### config.mk
export PLATFORM = sky130hd
export DESIGN_NAME = nes_mem_arbiter_flat
export DESIGN_NICKNAME = d
export VERILOG_FILES = /design/src/rtl/nes_mem_arbiter_if.sv /design/src/rtl/nes_mem_arbiter.sv /design/src/flat_wrapper.sv
export SDC_FILE = /design/constraint.sdc
export NUM_CORES = 1
export LEC_CHECK = 0
export ABC_AREA = 1
export CAP_MARGIN = 20
export CORE_ASPECT_RATIO = 1.4
export CORE_MARGIN = 4
export CORE_UTILIZATION = 25
export CTS_CLUSTER_SIZE = 12
export DETAILED_ROUTE_END_ITERATION = 16
export PLACE_DENSITY = 0.44
export SLEW_MARGIN = 20
export SYNTH_ARGS = -nofsm -noshare
export SYNTH_HDL_FRONTEND = slang
export SYNTH_SLANG_ARGS = --single-unit
### constraint.sdc
create_clock -name clock -period 3.9 [get_ports clock]
set_input_delay 0.39 -clock clock [delete_from_list [all_inputs] [get_ports clock]]
set_output_delay 0.39 -clock clock [all_outputs]
set_load 0.02 [all_outputs]
### src/rtl/nes_mem_arbiter_if.sv
// Bus bundle between the NES memory arbiter, the game loader, the NES core and the SDRAM port.
// "slave" is the arbiter's view; "master" is the surrounding top level / testbench view.
interface nes_mem_arbiter_if #(
  parameter int ADDR_W = 22
);
  logic              ld_valid;
  logic [ADDR_W-1:0] ld_addr;
  logic [7:0]        ld_data;
  logic              ld_ready;

  logic [ADDR_W-1:0] nes_addr;
  logic              nes_read_cpu;
  logic              nes_read_ppu;
  logic              nes_write;
  logic [7:0]        nes_dout;

  logic [24:0]       sd_addr;
  logic              sd_we;
  logic [7:0]        sd_din;
  logic              sd_oe_a;
  logic              sd_oe_b;
  logic              sd_drive;

  modport slave (
    input  ld_valid, ld_addr, ld_data,
    output ld_ready,
    input  nes_addr, nes_read_cpu, nes_read_ppu, nes_write, nes_dout,
    output sd_addr, sd_we, sd_din, sd_oe_a, sd_oe_b, sd_drive
  );

  modport master (
    output ld_valid, ld_addr, ld_data,
    input  ld_ready,
    output nes_addr, nes_read_cpu, nes_read_ppu, nes_write, nes_dout,
    input  sd_addr, sd_we, sd_din, sd_oe_a, sd_oe_b, sd_drive
  );
endinterface

### src/rtl/nes_mem_arbiter.sv
// Shares the SDRAM port between the loader write stream (FIFO-buffered, one write per nes_ce slot)
// and the NES core. Optional macro NES_ARB_WRCOUNT_EN enables the saturating wr_count counter.
module nes_mem_arbiter #(
  parameter int FIFO_DEPTH = 4,
  parameter int ADDR_W     = 22
) (
  input  logic              clock,
  input  logic              reset,
  input  logic [1:0]        ce_phase,
  input  logic              load_done,
  nes_mem_arbiter_if.slave  bus,
  output logic              nes_hold,
  output logic              overflow,
  output logic [ADDR_W-1:0] wr_count
);
  localparam int PTR_W = $clog2(FIFO_DEPTH);
  localparam int CNT_W = PTR_W + 1;

  typedef enum logic [1:0] {LOAD, DRAIN, RUN} state_e;

  state_e            state_q, state_d;
  logic [PTR_W-1:0]  wr_ptr_q, wr_ptr_d, rd_ptr_q, rd_ptr_d;
  logic [CNT_W-1:0]  count_q, count_d;
  logic              sd_we_q, sd_we_d;
  logic [ADDR_W-1:0] sd_addr_q, sd_addr_d;
  logic [7:0]        sd_din_q, sd_din_d;
  logic              overflow_q, overflow_d;

  logic [ADDR_W-1:0] addr_mem [FIFO_DEPTH];
  logic [7:0]        data_mem [FIFO_DEPTH];

  logic empty, full, slot, loading, push, pop;

  assign empty   = (count_q == '0);
  assign full    = (count_q == CNT_W'(FIFO_DEPTH));
  assign slot    = (ce_phase == 2'd3);
  assign loading = (state_q != RUN);
  // Full is judged on registered occupancy, so a push coinciding with a pop while full is dropped.
  assign push    = loading & bus.ld_valid & ~full;
  assign pop     = loading & slot & ~empty;

  always_comb begin
    // NOTE: every combinational output gets a default first so no path leaves it unassigned (no latch).
    state_d    = state_q;
    wr_ptr_d   = wr_ptr_q;
    rd_ptr_d   = rd_ptr_q;
    count_d    = count_q;
    sd_we_d    = sd_we_q;
    sd_addr_d  = sd_addr_q;
    sd_din_d   = sd_din_q;
    overflow_d = overflow_q | (loading & bus.ld_valid & full);

    if (push) wr_ptr_d = wr_ptr_q + 1'b1;

    if (pop) begin
      rd_ptr_d  = rd_ptr_q + 1'b1;
      sd_we_d   = 1'b1;
      sd_addr_d = addr_mem[rd_ptr_q];
      sd_din_d  = data_mem[rd_ptr_q];
    end else if (loading && slot) begin
      sd_we_d = 1'b0;
    end

    unique case ({push, pop})
      2'b10:   count_d = count_q + 1'b1;
      2'b01:   count_d = count_q - 1'b1;
      default: count_d = count_q;
    endcase

    // A push landing in the same cycle as "empty" keeps us loading so that byte is not stranded.
    unique case (state_q)
      LOAD: begin
        if (load_done) begin
          if (!empty)                   state_d = DRAIN;
          else if (!sd_we_q && !push)   state_d = RUN;
        end
      end
      DRAIN: begin
        if (slot && empty && !push) state_d = RUN;
      end
      RUN: begin
        if (!load_done) begin
          state_d  = LOAD;
          wr_ptr_d = '0;
          rd_ptr_d = '0;
          count_d  = '0;
        end
      end
      default: state_d = LOAD;
    endcase
  end

  always_ff @(posedge clock or posedge reset) begin
    // NOTE: sequential state uses non-blocking assignments so all flops update from pre-edge values.
    if (reset) begin
      state_q    <= LOAD;
      wr_ptr_q   <= '0;
      rd_ptr_q   <= '0;
      count_q    <= '0;
      sd_we_q    <= 1'b0;
      sd_addr_q  <= '0;
      sd_din_q   <= '0;
      overflow_q <= 1'b0;
    end else begin
      state_q    <= state_d;
      wr_ptr_q   <= wr_ptr_d;
      rd_ptr_q   <= rd_ptr_d;
      count_q    <= count_d;
      sd_we_q    <= sd_we_d;
      sd_addr_q  <= sd_addr_d;
      sd_din_q   <= sd_din_d;
      overflow_q <= overflow_d;
    end
  end

  // NOTE: FIFO storage is deliberately not reset; entries are only read when count_q says they are valid.
  always_ff @(posedge clock) begin
    if (push) begin
      addr_mem[wr_ptr_q] <= bus.ld_addr;
      data_mem[wr_ptr_q] <= bus.ld_data;
    end
  end

`ifdef NES_ARB_WRCOUNT_EN
  logic [ADDR_W-1:0] wr_count_q, wr_count_d;

  always_comb begin
    wr_count_d = wr_count_q;
    if (pop && (wr_count_q != '1)) wr_count_d = wr_count_q + 1'b1;
  end

  always_ff @(posedge clock or posedge reset) begin
    if (reset) wr_count_q <= '0;
    else       wr_count_q <= wr_count_d;
  end

  assign wr_count = wr_count_q;
`else
  assign wr_count = '0;
`endif

  always_comb begin
    if (state_q == RUN) begin
      bus.sd_addr = 25'(bus.nes_addr);
      bus.sd_we   = bus.nes_write;
      bus.sd_din  = bus.nes_dout;
      bus.sd_oe_a = bus.nes_read_cpu;
      bus.sd_oe_b = bus.nes_read_ppu;
    end else begin
      bus.sd_addr = 25'(sd_addr_q);
      bus.sd_we   = sd_we_q;
      bus.sd_din  = sd_din_q;
      bus.sd_oe_a = 1'b0;
      bus.sd_oe_b = 1'b0;
    end
  end

  assign bus.sd_drive = bus.sd_we;
  assign bus.ld_ready = ~full;
  assign nes_hold     = (state_q != RUN) | ~load_done;
  assign overflow     = overflow_q;
endmodule

### src/flat_wrapper.sv
// flat-port wrapper written by rule: the top's interface ports become plain ports
module nes_mem_arbiter_flat 
#(
  parameter int FIFO_DEPTH = 4,
  parameter int ADDR_W     = 22
)
  (clock, reset, ce_phase, load_done, nes_hold, overflow, wr_count, bus_ld_valid, bus_ld_addr, bus_ld_data, bus_ld_ready, bus_nes_addr, bus_nes_read_cpu, bus_nes_read_ppu, bus_nes_write, bus_nes_dout, bus_sd_addr, bus_sd_we, bus_sd_din, bus_sd_oe_a, bus_sd_oe_b, bus_sd_drive);
  nes_mem_arbiter_if #(.ADDR_W(ADDR_W)) bus_i ();
  input  logic clock;
  input  logic reset;
  input  logic [1:0] ce_phase;
  input  logic load_done;
  output logic nes_hold;
  output logic overflow;
  output logic [ADDR_W-1:0] wr_count;
  input wire logic [$bits(bus_i.ld_valid)-1:0] bus_ld_valid;
  input wire logic [$bits(bus_i.ld_addr)-1:0] bus_ld_addr;
  input wire logic [$bits(bus_i.ld_data)-1:0] bus_ld_data;
  output wire logic [$bits(bus_i.ld_ready)-1:0] bus_ld_ready;
  input wire logic [$bits(bus_i.nes_addr)-1:0] bus_nes_addr;
  input wire logic [$bits(bus_i.nes_read_cpu)-1:0] bus_nes_read_cpu;
  input wire logic [$bits(bus_i.nes_read_ppu)-1:0] bus_nes_read_ppu;
  input wire logic [$bits(bus_i.nes_write)-1:0] bus_nes_write;
  input wire logic [$bits(bus_i.nes_dout)-1:0] bus_nes_dout;
  output wire logic [$bits(bus_i.sd_addr)-1:0] bus_sd_addr;
  output wire logic [$bits(bus_i.sd_we)-1:0] bus_sd_we;
  output wire logic [$bits(bus_i.sd_din)-1:0] bus_sd_din;
  output wire logic [$bits(bus_i.sd_oe_a)-1:0] bus_sd_oe_a;
  output wire logic [$bits(bus_i.sd_oe_b)-1:0] bus_sd_oe_b;
  output wire logic [$bits(bus_i.sd_drive)-1:0] bus_sd_drive;
  assign bus_i.ld_valid = bus_ld_valid;
  assign bus_i.ld_addr = bus_ld_addr;
  assign bus_i.ld_data = bus_ld_data;
  assign bus_ld_ready = bus_i.ld_ready;
  assign bus_i.nes_addr = bus_nes_addr;
  assign bus_i.nes_read_cpu = bus_nes_read_cpu;
  assign bus_i.nes_read_ppu = bus_nes_read_ppu;
  assign bus_i.nes_write = bus_nes_write;
  assign bus_i.nes_dout = bus_nes_dout;
  assign bus_sd_addr = bus_i.sd_addr;
  assign bus_sd_we = bus_i.sd_we;
  assign bus_sd_din = bus_i.sd_din;
  assign bus_sd_oe_a = bus_i.sd_oe_a;
  assign bus_sd_oe_b = bus_i.sd_oe_b;
  assign bus_sd_drive = bus_i.sd_drive;
  nes_mem_arbiter #(.FIFO_DEPTH(FIFO_DEPTH), .ADDR_W(ADDR_W)) u_core (.clock(clock), .reset(reset), .ce_phase(ce_phase), .load_done(load_done), .bus(bus_i), .nes_hold(nes_hold), .overflow(overflow), .wr_count(wr_count));
endmodule
==> results of run 1 <==
worst max-delay path, cell delays in order (launching register included):
cell and delay, ns:
sky130_fd_sc_hd__dfrtp_1 0.37, sky130_fd_sc_hd__inv_2 0.10, sky130_fd_sc_hd__nand2_2 0.06, sky130_fd_sc_hd__inv_2 0.59, sky130_fd_sc_hd__nand2_1 0.12, sky130_fd_sc_hd__o21ai_0 0.11, sky130_fd_sc_hd__clkdlybuf4s50_1 0.64
metal layers:
metal,vias up,track usage
met5,-,0
li1,2267,-
met4,0,0.03566
met1,2143,0.1396
met2,104,0.1913
met3,13,0.02689
how the worst max path moves through the flow:
stage	from	endpoint	slack, ns
final	u_core.state_q[0]$_DFFE_PP0P_	bus_sd_din[1]	1.09
after global routing	u_core.state_q[0]$_DFFE_PP0P_	bus_sd_we	0.75
after floorplan	u_core.count_q[0]$_DFF_PP0_	u_core.addr_mem[0][0]$_DFFE_PP_	1.37
after detailed placement	bus_ld_valid	u_core.addr_mem[0][20]$_DFFE_PP_	1.16
after global placement	bus_ld_valid	u_core.addr_mem[0][20]$_DFFE_PP_	1.19
after CTS	u_core.state_q[0]$_DFFE_PP0P_	bus_sd_drive	0.99
power by group:
| part | total, uW | switching, uW | internal, uW |
|---|---|---|---|
| sequential | 2530 | 208 | 2320 |
| clock | 1790 | 644 | 1150 |
| combinational | 2560 | 1590 | 966 |
| total | 6870 | 2440 | 4430 |
cell usage in the layout (no fill, tap or decap), types with 7 or more instances in the layout:
| cell type | count |
|---|---|
| sky130_fd_sc_hd__nand2_1 | 91 |
| sky130_fd_sc_hd__conb_1 | 25 |
| sky130_fd_sc_hd__clkinv_2 | 7 |
| sky130_fd_sc_hd__clkdlybuf4s50_1 | 105 |
| sky130_fd_sc_hd__buf_4 | 7 |
| sky130_fd_sc_hd__o22ai_1 | 16 |
| sky130_fd_sc_hd__clkbuf_16 | 17 |
| sky130_fd_sc_hd__a21oi_1 | 8 |
| sky130_fd_sc_hd__a31oi_1 | 15 |
| sky130_fd_sc_hd__o21ai_1 | 9 |
| sky130_fd_sc_hd__nor2_1 | 112 |
| sky130_fd_sc_hd__o21ai_0 | 88 |
| sky130_fd_sc_hd__inv_1 | 35 |
| sky130_fd_sc_hd__dfrtp_1 | 39 |
| sky130_fd_sc_hd__edfxtp_1 | 120 |
area by class of cell:
type                    instances  area (um^2)
repair buffers                113         1131
multi-input cells             388         1831
flip-flops and latches        161         4632
fillers                      2708        18080
clock inverters                12        187.7
inverters                      39        148.9
clock buffers                  20        446.7
well taps                     365        456.7
registers in the layout, indices dropped and copies added, names as in the netlist:
name and cells:
u_core.addr_mem 88, u_core.count_q 3, u_core.data_mem 32, u_core.overflow 1, u_core.rd_ptr_q 2, u_core.sd_addr_q 22
u_core.sd_din_q 8, u_core.sd_we_q 1, u_core.state_q 2, u_core.wr_ptr_q 2
stage by stage:
stage	worst slack [ns]	utilization	area, um^2	total power [uW]	hold slack (ns)
3_5_place_dp	1.164	0.3035	8170	5163	0.4621
3_3_place_gp	1.185	0.3035	8170	5152	0.4552
5_1_grt	0.7510	0.3282	8833	7344	0.4994
4_1_cts	0.9942	0.3271	8805	6977	0.4768
2_1_floorplan	1.368	-	6937	4147	0.4419
6_report	1.093	0.3282	8833	6871	0.4320
kinds of logic after synthesis:
group	share of synthesized area
AOI/OAI and AO/OA	0.1073
xor gates and xnor gates	0.001279
adders and majority gates	0.01206
buffers and inverters	0.07401
DFF	0.6762
other	0.0005477
and+or+nand+nor	0.1287
==> impl.org, run 1 <==
** Hold path
- HP Class :: in2async

** Timing
- Clock skew on the completed layout was measured at 0.007098 ns.
- Timing would allow up to 0.3563 GHz.
- For the pin with the worst max-slew slack, the measured transition is approximately 1.0 ns.
- Number of hold violations in the final report :: 0
- Share of the clock period used by the worst path :: 0.7197
- Final setup violation count :: 0
- Crit path time final :: 2.807 ns
- Max-slew headroom :: 0.3089
- The final max-slew violation count came to 0.
- Setup tns final :: 0 ns
- Setup repair after global routing left no endpoint under its margin.

** Critical path
- Maximum fanout along the worst path :: between 40 and 50
- The worst setup path is captured at an output pin.
- For flop-to-flop paths, the worst setup slack is between 1.5 and 2 ns.
- R2r worst-path depth :: 11
- The endpoint identified for the worst register-to-register timing path is u_core.count_q[2]$_DFF_PP0_.
- The startpoint identified for the worst register-to-register timing path is u_core.state_q[1]$_DFFE_PP0P_.
- The worst setup path is launched from a register.
- For the worst setup path, the data required time is between 3 and 4 ns.
- Type of the worst setup path :: reg2out
- Arrival time reported for the critical path endpoint :: approximately 2.4 ns

** Pwr
- For this design the ratio of total power to cell area is 777.8 nW/um^2.
- The worst-case IR drop observed on VDD is 0.0003272 V.
- Static Leakage :: 0.003255 uW

** Synthesis
- Post-synthesis instance total :: 622
- Dominant register cell in the synthesized netlist :: sky130_fd_sc_hd__edfxtp_1
- In this run, synthesis inferred 120 flip-flops with an integrated enable.
- After synthesis, the share of flip-flops with an asynchronous set or reset is 0.2547.
- YS warnings :: 0
- Each instance of the synthesized netlist takes up on average 11.01 um^2.
- Synthesized area :: 6847 um^2
- Count of different cell masters after synthesis :: 31
- After synthesis the netlist holds a flip-flop and latch count of 161.
- The share of synthesized area in the top cell type comes to 0.5263.
- Cell with the most instances after synthesis :: sky130_fd_sc_hd__edfxtp_1
- Top cells by area in the synthesized netlist :: sky130_fd_sc_hd__edfxtp_1 (53%), sky130_fd_sc_hd__dfrtp_1 (15%), sky130_fd_sc_hd__o21ai_0 (6.4%), sky130_fd_sc_hd__nor2_1 (6.4%), sky130_fd_sc_hd__nand2_1 (5.0%)
- Cell taking the most area after synthesis :: sky130_fd_sc_hd__edfxtp_1
- Commonest cells post-synth :: sky130_fd_sc_hd__edfxtp_1 (120), sky130_fd_sc_hd__nor2_1 (116), sky130_fd_sc_hd__nand2_1 (91), sky130_fd_sc_hd__o21ai_0 (88), sky130_fd_sc_hd__dfrtp_1 (41)
- For this run, the register share of the synthesized area comes to 0.6762.

** Clocking
- Postcts setup bufs :: 0
- Num CTS Buffers :: 17
- Htree depth :: 4
- CTS tree :: built
- The root buffer cell chosen for the clock tree is sky130_fd_sc_hd__clkbuf_16.
- Worst-case clock buffer depth :: 2
- Clock-pin slew was measured on the worst setup and hold paths at 0.06 ns.
- Counting every sink on the clock net gives 161.
- For the worst-skew pair, the clock arrives at the later sink with an insertion delay of 0.42 ns.
- Number of gates resized after cts :: 0
- Cts-stage hold buffer count :: 0

** Global route
- Entering global routing, the biggest net connects between 60 and 70 pins.
- GRT Total Usage :: 0.1118
- The initial antenna violation count is 0.
- Remaining Overflow, GRT :: 0
- The number of global-route vias before repair came to 4529.
- The first global-routing pass estimated 25.66 mm of wire.

** Floorplan
- The floorplan step defined a die boundary enclosing around 30000 um^2.
- After floorplanning, the core was sized to cover 26920 um^2.
- Die extent in x :: 147.9 um
- In this run the count of I/O pins placed on the die edge is ~130.
- The initial utilization of the core area, before any placement, comes to 0.2544.
- The initialized floorplan defines 71 standard-cell rows.
- Die boundary height :: 203.8 um

** Cells and area
- Relative to the synthesized area, the layout overhead comes to 29.02%.
- # diodes :: 0
- Fraction of final layout cells sized beyond drive strength 1 :: 0.07367
- Once layout is complete, the cells apart from fillers number 1098.
- At the end of the flow, the number of nets in the layout was 795.

** Drt
- In the detailed route, the total length drawn on met3 is 673 um.
- Highest routed metal layer :: met4
- Detailed route wirelength on metal2 :: 8.320 mm
- Once detail routing completed, the nets flagged for antenna violations numbered 0.
- Total wirelength of the detailed-routed design :: 16.65 mm
- WL per Instance :: 15.16 um
- DRC violation total after the first TritonRoute iteration :: 230
- Total via count after detailed routing :: between 4000 and 5000
- For this block, wires on met1 add up to around 7.5 mm.
- After detailed routing, the number of vias per cell comes to between 4 and 5.
- Post-route DRC violation count :: 0
- The first detailed-routing pass ran for 4 iterations.

** Run
- The tool flagged a number of max-cap violations equal to 0.

** Place
- PortBufs :: 105
- Including well taps, the total number of placed cells is ~1100.
- At the end of routability-driven placement, the weighted congestion stood at 0.7158.
- The wire-length estimate of the detail-placed layout is 10.16 mm.

** Status
- Run status :: completed
Power figures use the tool's default switching activity.
==> inputs of run 2 (changes only) <==
--- a/config.mk
+++ b/config.mk
@@ -12,7 +12,7 @@
 export CORE_UTILIZATION = 25
 export CTS_CLUSTER_SIZE = 12
 export DETAILED_ROUTE_END_ITERATION = 16
-export PLACE_DENSITY = 0.44
+export PLACE_DENSITY = 0.46
 export SLEW_MARGIN = 20
 export SYNTH_ARGS = -nofsm -noshare
 export SYNTH_HDL_FRONTEND = slang
==> constraint.sdc (replaced) <==
create_clock -name clock -period 2.3 [get_ports clock]
set_input_delay 0.23 -clock clock [delete_from_list [all_inputs] [get_ports clock]]
set_output_delay 0.23 -clock clock [all_outputs]
set_load 0.02 [all_outputs]
==> run 2 against run 1 <==
Against the previous run: clock skew shrank 0.0019 ns; combinational power grew 70%; cell count grew 1.1%; first-iteration DRC count shrank 11%; highest routed layer unchanged; sequential power is 66% higher.
==> impl.org, run 2 (synthesis results as in run 1) <==
** Critical path
- The maximum fanout count along the critical path came to 21 (-56%).
- STA classifies the critical path endpoint as an output pin.
- Worst R2R Setup Slack :: 0.28 ns (-1.34 ns)
- The worst register-to-register path ends at u_core.count_q[2]$_DFF_PP0_.
- Worst Path Required :: 2.07 ns (-1.44 ns)
- In this run the critical register-to-register path is launched from u_core.count_q[0]$_DFF_PP0_.
- R2r worst-path depth :: 10 (-1)
- The critical path in this run is classified as reg2out.
- Critical path startpoint category :: register
- The critical path data arrival time is 1.90 ns (-0.52 ns).

** Pwr
- The maximum vdd drop is 0.0006646 V (+100%).
- The share of power burned in registers was 0.373 (+0.005).
- Combinational share of power :: 0.387 (+0.015)
- Clock network power share :: 0.240 (-0.020)
- The switching power summed over all nets is 4153 uW (+70%).
- The power per cell area came to 1265 nW/um^2 (+63%).
- The power after layout came to 11280 uW (+64%).
- The cell-internal power came to 7130 uW (+61%).
- Net switching share of the total power :: 0.3681 (+0.01276)
- Static Leakage :: 0.003420 uW (+5.0%)

** Clocking
- The maximum buffer depth of the clock tree was 2 (unchanged).
- The clock sink count was 161 (unchanged).
- CTS tree :: built
- Clock Pin Slew Worst Setup and Hold Paths :: 0.06 ns (about the same)
- Clock tree synthesis selected as its root buffer the cell sky130_fd_sc_hd__clkbuf_16.
- The TritonCTS buffer count came to 17 (unchanged).
- Postcts setup bufs :: 0 (unchanged)
- The latest clock arrival within the worst-skew pair was 0.42 ns (about the same).
- Htree depth :: 4 (unchanged)

** Place
- The HPWL reported at the end of detailed placement is 10.20 mm (+0.38%).
- The count of buffers from port buffering was 105 (unchanged).
- Routability congestion estimate :: 0.7359 (+2.8%)

** Global route
- The initial antenna violation count was 0 (unchanged).
- Largest net degree at the start of global routing :: 63 (unchanged)
- Remaining Overflow, GRT :: 0 (unchanged)
- Global-route wire length before repair :: 25.09 mm (-2.2%)
- GRT Total Usage :: 0.1095 (-0.002307)
- The number of global-route vias before repair was 4565 (+0.79%).

** Timing
- The worst hold slack is 0.3137 ns (-0.1183 ns).
- Share of the clock period used by the worst path :: 0.9271
- Final count of pins violating max slew :: 0 (unchanged)
- Final setup violation count :: 0 (unchanged)
- RSZ-0062 raised after global routing :: no
- The slew at the pin closest to its max-slew limit came to 0.6621 ns (-0.3721 ns).
- Number of hold violations in the final report :: 0 (unchanged)
- The normalized max-slew margin came to 0.5586 (+0.2497).
- Max Freq :: around 0.47 GHz
- The smallest clock period supported by the final layout is computed as 2.132 ns.
- Final worst clock skew :: 0.005183 ns (-0.001916 ns)

** Floorplan
- The chip height came to 203.8 um (unchanged).
- The placeable core area is 26920 um^2 (unchanged).
- Count of standard-cell rows :: 71 (unchanged)
- Die outline area :: 30130 um^2 (unchanged)
- I/O pins :: 131 (unchanged)
- Die extent in x :: 147.9 um (unchanged)
- The initial core utilization is 0.2544 (unchanged).

** Drt
- The count of unresolved DRC violations after routing is 0 (unchanged).
- Sum of met3 wire segment lengths after detailed routing :: 760 um (+13%)
- First drt pass iteration count :: 4 (unchanged)
- The total routed wirelength came to 16.37 mm (-1.7%).
- The met2 layer wire length in the routed design came to 8.438 mm (+1.4%).
- The vias after detailed routing was 4584 (+1.3%).
- The routed length on met1 is 6.929 mm (-7.1%).
- WL per Instance :: 14.74 um (-2.8%)
- Remaining number of nets flagged by the antenna check after routing :: 0 (unchanged)
- The highest layer touched by signal routing is met4.
- The iteration-0 DRC count of the detailed router is 205 (-11%).
- The ratio of routed vias to standard cells was 4.130 (+0.16%).

** Cells and area
- In the layout the commonest cells are sky130_fd_sc_hd__edfxtp_1 (120), sky130_fd_sc_hd__nor2_1 (112), sky130_fd_sc_hd__nand2_1 (91), sky130_fd_sc_hd__o21ai_0 (88), sky130_fd_sc_hd__clkdlybuf4s50_1 (72).
- Top flop regs :: u_core.addr_mem x88, u_core.data_mem x32, u_core.sd_addr_q x22
- Biggest register :: u_core.addr_mem
- Synthesis-to-layout area growth :: 30.23%
- Most common cell after layout, fill and taps aside :: sky130_fd_sc_hd__edfxtp_1
- The number of flip-flops under the largest register name is 88 (unchanged).
- Net count reported at finish :: 807 (+1.5%)
- The share of cells above drive strength 1 came to 0.08859 (+0.01492).
- The antenna diode instance count was 0 (unchanged).

** Status
- The run finished with clean final reports.

** Run
- The max-capacitance violation count came to 0 (unchanged).

** Hold path
- HP Class :: in2async
-- run 2: cell count changes in the layout (fill, tap and decap cells not counted), moves of 2 or more --
cell,previous run,this run
sky130_fd_sc_hd__buf_12,0,6
sky130_fd_sc_hd__clkdlybuf4s50_1,105,72
sky130_fd_sc_hd__clkbuf_16,17,19
sky130_fd_sc_hd__bufinv_16,5,1
sky130_fd_sc_hd__buf_4,7,13
sky130_fd_sc_hd__dlymetal6s2s_1,0,9
sky130_fd_sc_hd__dlygate4sd2_1,0,24
-- run 2: power by group through the flow --
| stage | Sequential, uW | Clock, uW | Combinational [uW] |
|---|---|---|---|
| floorplan | 4200 | 0 | 2830 |
| global placement | 4260 | 0 | 4670 |
| detailed placement | 4270 | 0 | 4680 |
| CTS | 4210 | 2780 | 4490 |
| global route | 4280 | 2890 | 4880 |
| finish | 4210 | 2710 | 4360 |
-- run 2: critical path, stage by stage (launching register included) --
cell and delay [ns]:
sky130_fd_sc_hd__dfrtp_1 0.37, sky130_fd_sc_hd__inv_2 0.10, sky130_fd_sc_hd__nand2_2 0.10, sky130_fd_sc_hd__buf_6 0.19, sky130_fd_sc_hd__nor2_1 0.10, sky130_fd_sc_hd__clkdlybuf4s50_1 0.61
-- run 2: repair_timing --
action,4_1_cts,5_1_grt
setup endpoints to repair,28,9
cloned,0,0
hold endpoints to repair,0,0
hold buffers,0,0
gates resized for setup,25,9
-- run 2: worst max-delay path by stage --
stage	startpoint	end	slack [ns]
finish	u_core.state_q[0]$_DFFE_PP0P_	bus_sd_oe_a	0.17
global route	u_core.state_q[0]$_DFFE_PP0P_	bus_sd_oe_a	0.05
CTS	u_core.state_q[0]$_DFFE_PP0P_	bus_sd_addr[6]	0.002
detailed placement	ce_phase[1]	u_core.count_q[2]$_DFF_PP0_	0.12
global placement	ce_phase[1]	u_core.count_q[2]$_DFF_PP0_	0.08
floorplan	u_core.count_q[0]$_DFF_PP0_	u_core.addr_mem[0][0]$_DFFE_PP_	-0.23
-- run 2: area by class of cell --
type                            count  area (um^2)
Clock buffer                       22        496.7
Clock inverter                     10        81.33
Fill cell                        2746        18000
Inverter                           39        147.6
Multi-Input combinational cell    388         1831
Sequential cell                   161         4631
Tap cell                          365        456.7
Timing Repair Buffer              125         1272
-- run 2: per-layer routing --
metal	global-route usage	up-vias
met5	0	-
met2	0.1980	102
met3	0.02712	13
met4	0.03863	0
li1	-	2286
met1	0.1254	2183
-- run 2: through the flow --
stage	TNS [ns]	setup WS (ns)	utilization	area (um^2)	cells
after detailed placement	0	0.1166	0.3099	8342	1078
after floorplan	-27.79	-0.2316	-	6937	646
after global placement	0	0.08413	0.3099	8342	1078
after CTS	0	0.002055	0.3304	8894	1110
final	0	0.1678	0.3312	8916	1110
after global routing	0	0.04751	0.3312	8916	1110
